==> src/rtl/init_seq_ctrl.sv <==
// Power-up sequencer: enables channels one at a time, waits for a debounced
// confirmation per channel, and latches a fault on stage timeout or sensor loss.
module init_seq_ctrl #(
    parameter int N_CH    = 4,
    parameter int DEB_CYC = 2,
    parameter int TMO_CYC = 15,
    localparam int IW     = (N_CH < 2) ? 1 : $clog2(N_CH)
) (
    input  logic            Ck,
    input  logic            Clr,
    input  logic            St,
    input  logic [N_CH-1:0] I,
    output logic [N_CH-1:0] O,
    output logic            H1,
    output logic            Busy,
    output logic            Flt,
    output logic [IW-1:0]   FltIdx,
    output logic [1:0]      fsm_state
);

    typedef enum logic [1:0] {
        IDLE  = 2'd0,
        RUN   = 2'd1,
        DONE  = 2'd2,
        FAULT = 2'd3
    } state_t;

    state_t         state;
    logic [IW-1:0]  s;
    logic [3:0]     deb;
    logic [15:0]    tmr;
    logic           st_q;

    logic           start;
    logic           cur_hi;
    logic           confirm;
    logic           timeout;
    logic           last;
    logic           loss_run;
    logic           loss_all;
    logic [IW-1:0]  loss_run_idx;
    logic [IW-1:0]  loss_all_idx;

    assign fsm_state = state;
    assign start     = St & ~st_q;
    assign cur_hi    = I[s];
    assign confirm   = cur_hi && (deb == 4'(DEB_CYC - 1));
    assign timeout   = (tmr == 16'(TMO_CYC - 1));
    assign last      = (s == IW'(N_CH - 1));

    // Descending scan so the lowest dropped channel wins.
    always_comb begin
        loss_run     = 1'b0;
        loss_all     = 1'b0;
        loss_run_idx = '0;
        loss_all_idx = '0;
        for (int j = N_CH - 1; j >= 0; j--) begin
            if (!I[j]) begin
                loss_all     = 1'b1;
                loss_all_idx = IW'(j);
                if (j < int'(s)) begin
                    loss_run     = 1'b1;
                    loss_run_idx = IW'(j);
                end
            end
        end
    end

    function automatic logic [N_CH-1:0] upto(input logic [IW-1:0] k);
        for (int b = 0; b < N_CH; b++) begin
            upto[b] = (b <= int'(k));
        end
    endfunction

    always_ff @(posedge Ck or negedge Clr) begin
        if (!Clr) begin
            state  <= IDLE;
            s      <= '0;
            deb    <= '0;
            tmr    <= '0;
            st_q   <= 1'b0;
            O      <= '0;
            H1     <= 1'b0;
            Busy   <= 1'b0;
            Flt    <= 1'b0;
            FltIdx <= '0;
        end else begin
            st_q <= St;
            case (state)
                IDLE, FAULT: begin
                    if (start) begin
                        state  <= RUN;
                        s      <= '0;
                        deb    <= '0;
                        tmr    <= '0;
                        O      <= N_CH'(1);
                        H1     <= 1'b0;
                        Busy   <= 1'b1;
                        Flt    <= 1'b0;
                        FltIdx <= '0;
                    end
                end
                RUN: begin
                    // Sensor loss outranks confirm, which outranks timeout.
                    if (loss_run) begin
                        state  <= FAULT;
                        O      <= '0;
                        Busy   <= 1'b0;
                        Flt    <= 1'b1;
                        FltIdx <= loss_run_idx;
                    end else if (confirm) begin
                        deb <= '0;
                        tmr <= '0;
                        if (last) begin
                            state <= DONE;
                            O     <= '1;
                            H1    <= 1'b1;
                            Busy  <= 1'b0;
                        end else begin
                            s <= s + IW'(1);
                            O <= upto(s + IW'(1));
                        end
                    end else if (timeout) begin
                        state  <= FAULT;
                        O      <= '0;
                        Busy   <= 1'b0;
                        Flt    <= 1'b1;
                        FltIdx <= s;
                    end else begin
                        deb <= cur_hi ? deb + 4'd1 : 4'd0;
                        tmr <= tmr + 16'd1;
                    end
                end
                DONE: begin
                    if (loss_all) begin
                        state  <= FAULT;
                        O      <= '0;
                        H1     <= 1'b0;
                        Busy   <= 1'b0;
                        Flt    <= 1'b1;
                        FltIdx <= loss_all_idx;
                    end
                end
                default: state <= IDLE;
            endcase
        end
    end

endmodule

==> config.mk <==
export PLATFORM = sky130hd
export DESIGN_NAME = init_seq_ctrl
export DESIGN_NICKNAME = d
export VERILOG_FILES = /design/src/rtl/init_seq_ctrl.sv
export SDC_FILE = /design/constraint.sdc
export NUM_CORES = 1
export LEC_CHECK = 0
export CAP_MARGIN = 10
export CORE_ASPECT_RATIO = 0.5
export CORE_MARGIN = 4
export CORE_UTILIZATION = 39
export DETAILED_ROUTE_END_ITERATION = 12
export GPL_TIMING_DRIVEN = 0
export PLACE_DENSITY = 0.67
export SLEW_MARGIN = 5
export SYNTH_ARGS = -nofsm -noshare
export SYNTH_HDL_FRONTEND = slang
export SYNTH_SLANG_ARGS = --single-unit
==> constraint.sdc <==
create_clock -name Ck -period 5.68 [get_ports Ck]
set_input_delay 0.568 -clock Ck [delete_from_list [all_inputs] [get_ports Ck]]
set_output_delay 0.568 -clock Ck [all_outputs]
set_load 0.1 [all_outputs]
==> flow_summary.json <==
{
  "yosys_warnings": 0,
  "tritoncts": "done",
  "viasPerCell": 5.431,
  "root_buffer": "clkbuf_8",
  "drc": 0,
  "synth_fa_ha_area_frac": 0.05668,
  "placedCellCount": 293,
  "hold_buffers": 0,
  "drt_pass1_iterations": 4,
  "vias": 1624,
  "antenna_left": 0,
  "synth_cell_types": 46,
  "clkLatencyLatePin_ns": 0.29,
  "max-vdd-ir-drop_v": 0.0005097,
  "synth_compound_area_frac": 0.1707,
  "worstPathRequired_ns": 5.90,
  "leakage_nw": 1.004,
  "rsz0062_at_grt": "no",
  "synth_fp_nets": 222,
  "htreeDepth": 2,
  "grt_pass1_wl_um": 7914,
  "synth_xor_area_frac": 0.02645,
  "maxSlewViolCount": 0,
  "worst_slew_pin_slew_ns": 0.9732,
  "cpPeakStageDelay_ns": 0.51,
  "die_h_um": 58.47,
  "routedWlPerCell_um": 14.86,
  "finClkSkew_ns": 0.005925,
  "critPathLaunchType": "register",
  "async_reset_ff_frac": 1.000,
  "endpoint_kind": "register",
  "cp.arrival_ns": 2.75,
  "initial_core_util": 0.4028,
  "hold_path_class": "input port to async pin",
  "fmax_mhz": 394.9,
  "regArea_um2": 850.8,
  "final_cells": 299,
  "post-route-util": 0.4708,
  "cts_setup_buffers": 0,
  "fin_crit_ns": 2.532,
  "fillers": 478,
  "crit_top_cell": "inv_1",
  "fin_tns_setup_ns": 0,
  "multi_input_area_mm2": 0.001077,
  "place.gp.congestion": 0.8354,
  "ys.flop_type": "dfrtp_1",
  "reg2reg_slack_ns": 3.15,
  "synth_edf_count": 0,
  "clockBufferDepth": 2,
  "synth-simple-area-share": 0.2437,
  "ff2ff_path_depth": 8,
  "slew_headroom": 0.3492,
  "ys_ff_latch": 34,
  "muxShareOfSynthArea": 0.04471,
  "floorplan.rows": 18,
  "io_pins": 18,
  "grt_max_degree": 35,
  "power_density_mw_per_mm2": 498.4,
  "post-route-period-util": 0.4458,
  "critPathMaxFanout": 10,
  "dieArea_mm2": 0.006370,
  "cts.sinks": 34,
  "cap_violations": 0,
  "antenna_found_initial": 0,
  "p_total_w": 0.001157,
  "coreArea_mm2": 0.004932,
  "cts_resized": 0,
  "slowest_stage": "or4_1",
  "status": "complete, no violations",
  "fin_nets": 246,
  "clkTransAtPathRegs_ns": 0.06,
  "n_antenna_cell": 0,
  "crit_end": "tmr[10]",
  "drive_gt1_frac": 0.1092,
  "grt_pass1_vias": 1661,
  "fp.dieW_um": 108.9,
  "crit_type": "register to register",
  "routed_wl_um": 4442,
  "startpoint": "fsm_state[0]",
  "netlist_instances": 206,
  "holdWs_ns": 0.3528,
  "setup_violations": 0,
  "hold_violations": 0,
  "hpwl_um": 3143,
  "netlist_area_mm2": 0.001987,
  "numPortBuffers": 17,
  "syn2layout_area_growth_pct": 16.88,
  "r2r_start": "fsm_state[0]",
  "avgSynthCellArea_um2": 9.645,
  "cts_buffers": 5,
  "grt_overflow": 0,
  "drt_iter0_drc": 60,
  "rr_endpoint": "tmr[10]",
  "synth_top_family_by_area": "simple AND/OR/NAND/NOR gates",
  "ys_seq_area_frac": 0.4282,
  "track_usage": 0.1607,
  "path_cells": "inv_1 > ha_1 > buf_1 > inv_1 > o32ai_4 > nand3_2 > or4_1 > a21oi_1"
}
==> worst max-delay path, delay by kind of cell (launching register included) <==
kind                     cells  cell delay (ns)
AO/OA/AOI/OAI                2             0.50
buffers and inverters        3             0.55
flip-flops                   1             0.40
adder cells (fa/ha/maj)      1             0.27
AND/OR/NAND/NOR              2             0.74
==> metal layers <==
metal / GRT usage / vias up / part of all wire / wire [µm]
met3: 0.04162 / 10 / 0.025 / 109
met2: 0.2487 / 17 / 0.46 / 2042
met5: 0 / - / 0 / 0
li1: - / 813 / - / -
met1: 0.2170 / 784 / 0.49 / 2196
met4: 0.06475 / 0 / 0.021 / 93
==> registers in the layout, indices dropped and copies added (netlist names) <==
register,count
deb,4
tmr,16
Flt,1
fsm_state,2
st_q,1
FltIdx,2
H1,1
s,2
Busy,1
O,4
==> report_power, final <==
part           internal [W]  leakage [nW]  switching (W)
Sequential         0.000283         0.457      0.0000354
Clock             0.0000935        0.0431      0.0000882
Combinational      0.000196         0.504       0.000462
Total              0.000572          1.00       0.000586
==> worst min-delay path by stage <==
stage | from | endpoint | slack [ns] | depth (start not counted)
3_3_place_gp | O[1] | O[1] | 0.47 | 2
5_1_grt | Clr | tmr[11] | 0.42 | 1
6_report | Clr | tmr[4] | 0.35 | 1
2_1_floorplan | Clr | Busy | 0.27 | 0
3_5_place_dp | O[0] | O[0] | 0.48 | 2
4_1_cts | Clr | tmr[11] | 0.40 | 1
==> placed cells by master (no fill, tap or decap), drive strengths merged, types with 2 or more instances in the layout <==
| cell | count |
|---|---|
| clkbuf | 6 |
| mux2 | 5 |
| nand2b | 2 |
| ha | 9 |
| nor4 | 3 |
| inv | 10 |
| and2 | 2 |
| clkdlybuf4s50 | 16 |
| o21ai | 18 |
| nand2 | 19 |
| and3 | 6 |
| nand4 | 12 |
| or4 | 2 |
| nor3b | 2 |
| o31ai | 8 |
| or2 | 2 |
| and4 | 3 |
| xor2 | 6 |
| buf | 5 |
| a32oi | 2 |
| nor2 | 14 |
| nand3 | 5 |
| a21o | 3 |
| dfrtp | 34 |
| nor2b | 3 |
| a21oi | 12 |
| or3 | 8 |
==> synthesized netlist by cell type, types with 2 or more instances <==
library cell / number / area (µm²)
nor3b_1: 2 / 15.01
nand2_1: 19 / 71.32
nor4_1: 3 / 18.77
a32oi_1: 2 / 17.52
nand3_1: 4 / 20.02
nand2b_1: 2 / 12.51
inv_1: 10 / 37.54
o21ai_0: 13 / 65.06
a21oi_1: 12 / 60.06
and2_1: 2 / 12.51
nand4_1: 11 / 68.82
xor2_1: 6 / 52.55
dfrtp_1: 34 / 850.8
or4_1: 2 / 15.01
or3_1: 8 / 50.05
o31ai_1: 7 / 52.55
o21ai_1: 4 / 20.02
buf_2: 2 / 10.01
ha_1: 9 / 112.6
and4_1: 3 / 26.28
nor2b_1: 2 / 12.51
and3_1: 6 / 37.54
nor2_1: 14 / 52.55
mux2_2: 5 / 56.30
a21o_1: 3 / 22.52
==> logic make-up (layout without fill, tap and decap cells) <==
kind of cell | after synthesis | after routing
xor gates and xnor gates | 6 | 6
buffers and inverters | 14 | 37
adders and majority gates | 9 | 9
and+or+nand+nor | 86 | 86
DFF | 34 | 34
muxes | 7 | 7
AOI/OAI and AO/OA | 50 | 50
==> layout make-up <==
type | instances | area share
Multi-Input combinational cell | 158 | 0.4639
Sequential cell | 34 | 0.3664
Timing Repair Buffer | 17 | 0.07112
Tap cell | 70 | 0.03772
Clock buffer | 6 | 0.03556
Inverter | 10 | 0.01616
Buffer | 4 | 0.009159
==> stage by stage <==
step / setup WS (ns) / area (µm²)
2_1_floorplan: 2.899 / 1987
3_3_place_gp: 2.960 / 2245
3_5_place_dp: 2.914 / 2240
4_1_cts: 3.175 / 2322
5_1_grt: 2.896 / 2322
6_report: 3.148 / 2322
No activity file was read; power rests on OpenSTA's default activity.
